File: config.mk
export PLATFORM = sky130hd
export DESIGN_NAME = mult_share_arbiter
export DESIGN_NICKNAME = d
export VERILOG_FILES = /design/src/rtl/mult_share_arbiter.sv
export SDC_FILE = /design/constraint.sdc
export NUM_CORES = 1
export LEC_CHECK = 0
export ABC_AREA = 1
export BUFFER_PORTS_ARGS = -buffer_cell sky130_fd_sc_hd__buf_4
export CORE_ASPECT_RATIO = 1.1
export CORE_MARGIN = 1
export CORE_UTILIZATION = 25
export DETAILED_ROUTE_END_ITERATION = 12
export PLACE_DENSITY_LB_ADDON = 0.1
export SYNTH_ARGS = -nofsm -noshare
export SYNTH_HDL_FRONTEND = slang
export SYNTH_SLANG_ARGS = --single-unit
File: constraint.sdc
create_clock -name clk -period 2.4 [get_ports clk]
set_input_delay 0.12 -clock clk [delete_from_list [all_inputs] [get_ports clk]]
set_output_delay 0.12 -clock clk [all_outputs]
set_load 0.05 [all_outputs]
File: src/rtl/mult_share_arbiter.sv
// Round-robin share of one external combinational multiplier between two
// valid/ready requesters. Operands are held on mul_a/mul_b for MUL_LAT cycles,
// then mul_p is registered into the granted requester's response channel.
module mult_share_arbiter #(
    parameter int unsigned WIDTH   = 5,
    parameter int unsigned MUL_LAT = 1,
    parameter int unsigned CNT_W   = 8
) (
    input  logic               clk,
    input  logic               rst,
    input  logic               req0_valid,
    output logic               req0_ready,
    input  logic [WIDTH-1:0]   req0_a,
    input  logic [WIDTH-1:0]   req0_b,
    output logic               resp0_valid,
    input  logic               resp0_ready,
    output logic [2*WIDTH-1:0] resp0_data,
    input  logic               req1_valid,
    output logic               req1_ready,
    input  logic [WIDTH-1:0]   req1_a,
    input  logic [WIDTH-1:0]   req1_b,
    output logic               resp1_valid,
    input  logic               resp1_ready,
    output logic [2*WIDTH-1:0] resp1_data,
    output logic [WIDTH-1:0]   mul_a,
    output logic [WIDTH-1:0]   mul_b,
    input  logic [2*WIDTH-1:0] mul_p,
    output logic               busy,
    output logic [CNT_W-1:0]   op_count
);

    localparam int unsigned PW = 2 * WIDTH;
    // Settle counter needs at least one bit even when MUL_LAT is 1.
    localparam int unsigned SW = (MUL_LAT > 1) ? $clog2(MUL_LAT) : 1;
    localparam logic [SW-1:0] SettleInit = SW'(MUL_LAT - 1);

    typedef enum logic [1:0] {StIdle, StCalc, StResp} state_e;

    state_e           state_q, state_d;
    logic             ptr_q, ptr_d;
    logic             gnt_q, gnt_d;
    logic [SW-1:0]    cnt_q, cnt_d;
    logic [WIDTH-1:0] mul_a_q, mul_a_d;
    logic [WIDTH-1:0] mul_b_q, mul_b_d;
    logic             resp0_valid_q, resp0_valid_d;
    logic             resp1_valid_q, resp1_valid_d;
    logic [PW-1:0]    resp0_data_q, resp0_data_d;
    logic [PW-1:0]    resp1_data_q, resp1_data_d;
    logic [CNT_W-1:0] op_count_q, op_count_d;

    logic any_req;
    logic sel;
    logic resp_ack;

    // Arbitration: pointer only breaks ties; a lone requester always wins.
    always_comb begin
        any_req = req0_valid | req1_valid;
        if (req0_valid && req1_valid) begin
            sel = ptr_q;
        end else begin
            sel = req1_valid;
        end
    end

    // Next-state, operand capture, response and ready generation.
    always_comb begin
        state_d       = state_q;
        ptr_d         = ptr_q;
        gnt_d         = gnt_q;
        cnt_d         = cnt_q;
        mul_a_d       = mul_a_q;
        mul_b_d       = mul_b_q;
        resp0_valid_d = resp0_valid_q;
        resp1_valid_d = resp1_valid_q;
        resp0_data_d  = resp0_data_q;
        resp1_data_d  = resp1_data_q;
        op_count_d    = op_count_q;
        req0_ready    = 1'b0;
        req1_ready    = 1'b0;
        resp_ack      = 1'b0;

        case (state_q)
            StIdle: begin
                // Ready is masked while reset is held so no handshake is implied.
                req0_ready = any_req & ~sel & ~rst;
                req1_ready = any_req & sel & ~rst;
                if (any_req) begin
                    mul_a_d = sel ? req1_a : req0_a;
                    mul_b_d = sel ? req1_b : req0_b;
                    gnt_d   = sel;
                    cnt_d   = SettleInit;
                    state_d = StCalc;
                end
            end
            StCalc: begin
                if (cnt_q != '0) begin
                    cnt_d = cnt_q - SW'(1);
                end else begin
                    if (gnt_q) begin
                        resp1_data_d  = mul_p;
                        resp1_valid_d = 1'b1;
                    end else begin
                        resp0_data_d  = mul_p;
                        resp0_valid_d = 1'b1;
                    end
                    state_d = StResp;
                end
            end
            StResp: begin
                resp_ack = gnt_q ? resp1_ready : resp0_ready;
                if (resp_ack) begin
                    resp0_valid_d = 1'b0;
                    resp1_valid_d = 1'b0;
                    op_count_d    = op_count_q + CNT_W'(1);
                    ptr_d         = ~gnt_q;
                    state_d       = StIdle;
                end
            end
            default: begin
                state_d = StIdle;
            end
        endcase
    end

    // State registers; reset discards any in-flight operation.
    always_ff @(posedge clk or posedge rst) begin
        if (rst) begin
            state_q       <= StIdle;
            ptr_q         <= 1'b0;
            gnt_q         <= 1'b0;
            cnt_q         <= '0;
            mul_a_q       <= '0;
            mul_b_q       <= '0;
            resp0_valid_q <= 1'b0;
            resp1_valid_q <= 1'b0;
            resp0_data_q  <= '0;
            resp1_data_q  <= '0;
            op_count_q    <= '0;
        end else begin
            state_q       <= state_d;
            ptr_q         <= ptr_d;
            gnt_q         <= gnt_d;
            cnt_q         <= cnt_d;
            mul_a_q       <= mul_a_d;
            mul_b_q       <= mul_b_d;
            resp0_valid_q <= resp0_valid_d;
            resp1_valid_q <= resp1_valid_d;
            resp0_data_q  <= resp0_data_d;
            resp1_data_q  <= resp1_data_d;
            op_count_q    <= op_count_d;
        end
    end

    assign mul_a       = mul_a_q;
    assign mul_b       = mul_b_q;
    assign resp0_valid = resp0_valid_q;
    assign resp1_valid = resp1_valid_q;
    assign resp0_data  = resp0_data_q;
    assign resp1_data  = resp1_data_q;
    assign op_count    = op_count_q;
    assign busy        = (state_q != StIdle);

endmodule

==> results.cfg, run 1 <==
[global_routing]
met3_usage_pct = 4.29
use_met2_pct = 19.1
grt_first_pass_wirelength_um = 7650
antenna_found_initial = 0
grt_max_degree = 31
top_usage_layer = met2
overflow = 0
gr-usage-all-layers_pct = 12.0
met1_usage_pct = 15.0
grt_pass1_vias = 1620

[timing]
fin_setup_tns_ns = 0
worst_pin_slew_ns = 0.715
slew_violations = 0
setup_ws_ns = 0.460
fin_crit_sh_pct = 80.8
grt_setup_unrepaired = false
fin_crit_ns = 1.94
finClkSkew_ns = 0.00528
max_clock_freq_mhz = 516
max_slew_margin_pct = 52.2
setup_viol = 0
final_hold_viol_count = 0

[synthesis]
yosys.cell_types.count = 22
netlist_instances = 245
ys_top_cells_by_area = dfrtp_1, nand2_1, o21ai_0, inv_1, nor2_1
syn_nets = 282
synth_ff_type = dfrtp_1
ys_ff_latch = 44
synth_edf_count = 0
synth.top_cell.area_share_pct = 55.1
async_reset_ff_share_pct = 100
seq_area_frac_synth_pct = 55.1
ys_warn_count = 0
synth_common_cells = nand2_1, dfrtp_1, inv_1
synth_most_common_cell = nand2_1
yosysTopAreaCell = dfrtp_1
syn_avg_cell_area_sq_um = 8.16
netlist_area_sq_um = 2000

[drt]
viasPerCell = 3.94
drc = 0
drtPass1Iterations = 4
first_iter_violations = 42
post_drt_wl_per_cell_um = 10.9
routed_wl_um = 4690
antenna_left = 0
vias = 1694

[critical_path]
path_class = reg -> out
worstPathCellList = or2_4 > nor2_4 > inv_2 > nor3_4 > buf_4
reg2reg_slack_ns = 0.92
cp.depth = 5
path_buf_inv = 2
critical_path.max_fanout = 14
cp_slowest_stage_delay_ns = 0.42
crit_end = req0_ready
start_kind = flip-flop
arrival_ns = 1.82
rr_worst_depth = 3
timing.rr.end = resp0_data[4]$_DFFE_PP0P_
r2r_start = gnt_q$_DFFE_PP0P_
crit_family = simple AND/OR/NAND/NOR gates
cp-end-kind = output pin
crit_path_start = state_q[0]$_DFFE_PP0P_
cp_slowest_cell = dfrtp_1
cp.required_ns = 2.28

[layout]
nets = 361
fill_cells = 834
area_growth_pct = 40.8
stdcell_area_sq_um = 2810
finalNonFillerCells = 430
insertedDiodeCount = 0
drive_gt1_share_pct = 30.2

[placement]
placed_cells = 421
dp_hpwl_um = 3460
pre_cts_ws_ns = 0.753
io_buffers = 78
placed_area_sq_um = 2680
place.gp.congestion = 0.696

[worst_hold_path]
min_path_type = in -> reg
whs_path_depth = 3
hold_path.startpoint = req1_a[1]

[cts]
hold_buffers = 1
cts_max_level = 2
clk_pin_slew_ns = 0.08
clkLatencyLatePin_ns = 0.29
root_buffer = clkbuf_8
cts_tree = done
clock_path_buffers = 2
cts.sinks = 44
postCtsSetupBuffers = 0
post_cts_resized = 0
cts_buffers = 5

[floorplanning]
io_pins = 79
core_region_area_sq_um = 7600
dieArea_sq_um = 8350
dieHeight_um = 95.8
fp-row-count = 33
start_util_pct = 26.3
die_w_um = 87.2

[run_status]
status = finished clean

[power_and_ir_drop]
p_leak_uw = 0.00151
p_total_uw = 4310
power_density_nw_per_um2 = 1530
vdd_drop_max_mv = 0.753

[job]
maxCapViolCount = 0
## layout make-up
type                            instances  area, sq um  area share [%]
Multi-Input combinational cell        159          719            25.6
Clock buffer                            7         96.3            3.43
Inverter                               33          124            4.40
Timing Repair Buffer                   81          611            21.7
Sequential cell                        44         1100            39.1
Tap cell                              105          131            4.67
Clock inverter                          1         30.0            1.07
## routing by layer
metal | wire [um] | part of all wire [%]
met5 | 0 | 0
met4 | 57 | 1.2
met1 | 2190 | 47
met3 | 322 | 6.9
met2 | 2110 | 45
## worst min path at each step
stage	end	slack [ns]
2_1_floorplan	resp0_data[0]$_DFFE_PP0P_	0.28
3_3_place_gp	mul_b[4]$_DFFE_PP0P_	0.14
3_5_place_dp	mul_a[4]$_DFFE_PP0P_	0.14
4_1_cts	mul_a[0]$_DFFE_PP0P_	0.07
5_1_grt	mul_b[3]$_DFFE_PP0P_	0.08
6_report	mul_a[1]$_DFFE_PP0P_	0.08
## tightest hold or removal path, cell delays in order
cell     delay, ns
buf_4         0.08
nor2_1        0.03
o21ai_1       0.11
## registers in the layout (all words and copies together), names as in the netlist
name and cells:
op_count 8, mul_b 5, resp0_data 10, state_q 2, resp0_valid 1, ptr_q 1, mul_a 5, resp1_valid 1
resp1_data 10, gnt_q 1
## placed cells by master, fill, tap and decap left out
| master | instances |
|---|---|
| nand2_1 | 94 |
| nand3_1 | 6 |
| xor2_1 | 1 |
| inv_2 | 2 |
| inv_1 | 31 |
| nor2_4 | 1 |
| o21ai_0 | 25 |
| or2_4 | 1 |
| bufinv_16 | 1 |
| ha_1 | 1 |
| nor3_4 | 1 |
| clkbuf_8 | 7 |
| a21oi_1 | 1 |
| xnor2_1 | 1 |
| o21ai_2 | 5 |
| o211ai_1 | 2 |
| dfrtp_1 | 44 |
| o21ai_1 | 2 |
| nand3b_1 | 1 |
| nor2_1 | 17 |
| dlygate4sd3_1 | 1 |
| buf_4 | 80 |
## metrics by stage
stage	utilization, %	hold WS (ns)
6_report	37.0	0.0785
5_1_grt	37.0	0.0772
4_1_cts	37.0	0.0722
3_5_place_dp	35.2	0.138
3_3_place_gp	35.2	0.141
2_1_floorplan	-	0.281
## power by group
group / switching (uW) / internal [uW]
Clock: 250 / 367
Combinational: 1710 / 691
Sequential: 218 / 1080
## logic make-up after synthesis
kind of cell / count (synthesis) / share of synthesized area [%]
AOI/OAI and AO/OA: 35 / 9.96
buffers and inverters: 42 / 8.89
adders and majority gates: 1 / 0.626
DFF: 44 / 55.1
xor gates and xnor gates: 2 / 0.877
and+or+nand+nor: 121 / 24.5
No activity file was read; power rests on OpenSTA's default activity.
==> run 2, diff against run 1 <==
Settings changed: ABC_AREA 1 to 0.
Clock period 2.4 ns to 1.77 ns, I/O delays scaled along.
==> run 2 against run 1 <==
Effect of this change: die area is 4.7% lower; synthesized area is 4.8% lower; utilization is 0.42 points lower; register-to-register slack worse by 0.70 ns; sequential share of layout area is 1.3 points higher; sequential power is 42% higher; clock skew hardly changed; synthesized cell count is 34% lower; cell count is 23% lower; critical endpoint is now op_count[1]$_DFFE_PP0P_.
==> results.cfg, run 2 <==
[cts]
cts_tree = done
postCtsSetupBuffers = 0
cts.sinks = 44
root_buffer = clkbuf_8
cts_buffers = 5
clk_pin_slew_ns = 0.10
cts_max_level = 2
clkLatencyLatePin_ns = 0.30
clock_path_buffers = 2

[placement]
dp_hpwl_um = 3460
placed_cells = 324
pre_cts_ws_ns = 0.230
io_buffers = 78
place.gp.congestion = 0.711

[layout]
drive_gt1_share_pct = 48.0
final_cell_mix = buf_4, dfrtp_1, mux2_2
insertedDiodeCount = 0
finalNonFillerCells = 333
nets = 282
area_growth_pct = 42.9
final_common_cell = buf_4

[timing]
grt_setup_unrepaired = false
setup_ws_ns = 0.224
slew_violations = 0
final_hold_viol_count = 0
max_clock_freq_mhz = 647
fin_crit_sh_pct = 87.3
max_slew_margin_pct = 61.5
worst_pin_slew_ns = 0.577
finClkSkew_ns = 0.00561
setup_viol = 0
fin_crit_ns = 1.55
fin_setup_tns_ns = 0

[synthesis]
yosysTopAreaCell = dfrtp_1
synthAdderAreaFrac_pct = 0.657
netlist_instances = 162
netlist_area_sq_um = 1900
synthSimpleGateAreaFrac_pct = 10.7
syn_avg_cell_area_sq_um = 11.7
synth.top_cell.area_share_pct = 57.9
synth_top_family_by_area = multiplexers
ys_top_cells_by_area = dfrtp_1, mux2_2, o21ai_0, a31oi_1, nand3_1
synth_xor_area_share_pct = 3.22
async_reset_ff_share_pct = 100
yosys.cell_types.count = 28
synth_common_cells = dfrtp_1, mux2_2, o21ai_0
synth_most_common_cell = dfrtp_1
ys_ff_latch = 44
ys_warn_count = 0
seq_area_frac_synth_pct = 57.9
synth_edf_count = 0
syn_nets = 199
synth_ff_type = dfrtp_1
synth_compound_area_share_pct = 10.7
synth_mux_area_share_pct = 13.5

[power_and_ir_drop]
p_total_uw = 6240
p_leak_uw = 0.00125
power_density_nw_per_um2 = 2290
vdd_drop_max_mv = 0.838

[critical_path]
cp-end-kind = flip-flop
cp_slowest_cell = mux2i_1
worstPathCellList = mux2i_1 > nor2_1 > mux2_2
start_kind = flip-flop
path_class = reg -> reg
cp.required_ns = 1.96
cp_slowest_stage_delay_ns = 0.51
critical_path.max_fanout = 7
arrival_ns = 1.74

[floorplanning]
die_w_um = 85.2
dieArea_sq_um = 7970
core_region_area_sq_um = 7430
fp-row-count = 33
dieHeight_um = 93.5
io_pins = 79
start_util_pct = 25.6

[global_routing]
grt_first_pass_wirelength_um = 7800
grt_pass1_vias = 1582
grt_max_degree = 45
gr-usage-all-layers_pct = 12.6
antenna_found_initial = 0
overflow = 0

[drt]
first_iter_violations = 38
drc = 0
viasPerCell = 4.64
routed_wl_um = 4740
antenna_left = 0
vias = 1544
post_drt_wl_per_cell_um = 14.2
drtPass1Iterations = 4

[run_status]
status = finished clean

[job]
maxCapViolCount = 0

[worst_hold_path]
min_path_type = in -> reg
==> run 2: cell types whose count changed after synthesis, sizes merged, moves of 6 or more <==
cell   previous run  this run
mux2              0        22
nand2            94         4
inv              33         5
o21ai            32        14
nand3             6        12
a21oi             1        11
a31oi             0        10
nor2             18         4
==> run 2: worst max-delay path, delay by kind of cell, from the launching register on <==
family / cells / cell delay, ns
and+or+nand+nor: 1 / 0.16
DFF: 1 / 0.47
muxes: 2 / 0.80
==> run 2: timing repair <==
action / CTS / global route
resized for setup: 0 / 0
endpoints found under the hold margin: 44 / 0
setup endpoints to repair: 0 / 0
hold buffers: 1 / 0
==> run 2: cell families after synthesis <==
group           count (synthesis)
flops                          44
compound gates                 37
simple gates                   37
mux                            23
buf+inv                        13
xor+xnor                        7
fa+ha+maj                       1
==> run 2: final timing paths <==
path	to	cells past startpoint	slack, ns	startpoint
setup / recovery	op_count[1]$_DFFE_PP0P_	3	0.22	gnt_q$_DFFE_PP0P_
hold / removal	resp1_data[3]$_DFFE_PP0P_	2	0.02	mul_p[3]
setup reg to reg	op_count[1]$_DFFE_PP0P_	3	0.22	gnt_q$_DFFE_PP0P_
hold reg to reg	op_count[7]$_DFFE_PP0P_	1	0.48	op_count[7]$_DFFE_PP0P_
max in group asynchronous	resp0_data[7]$_DFFE_PP0P_	4	0.87	rst
min in group asynchronous	mul_b[3]$_DFFE_PP0P_	4	0.50	rst
==> run 2: area by class of cell <==
cell class,instances,area (sq um)
tap,87,109
inverter,5,18.8
timing repair buffer,84,633
sequential,44,1100
fill,751,4710
multi-input combinational,105,743
clock inverter,3,46.3
clock buffer,5,68.8
==> run 2: stage by stage <==
step	util [%]	hold slack (ns)	cell area, sq um
global route	36.6	0.00368	2720
CTS	36.6	0.0119	2720
detailed placement	34.9	0.310	2590
global placement	34.9	0.306	2590
finish	36.6	0.0196	2720
floorplan	-	0.239	1910
==> run 2: power breakdown <==
group / total (uW) / switching, uW / internal (uW)
Combinational: 3590 / 2400 / 1200
Sequential: 1840 / 337 / 1500
Clock: 812 / 386 / 426
==> run 2: per-layer routing <==
layer	GRT usage (%)	share of wire (%)	vias to the layer above
li1	-	-	740
met4	4.24	1.3	0
met1	15.4	44	742
met3	4.15	7.5	6
met2	21.0	47	56
met5	0	0	-
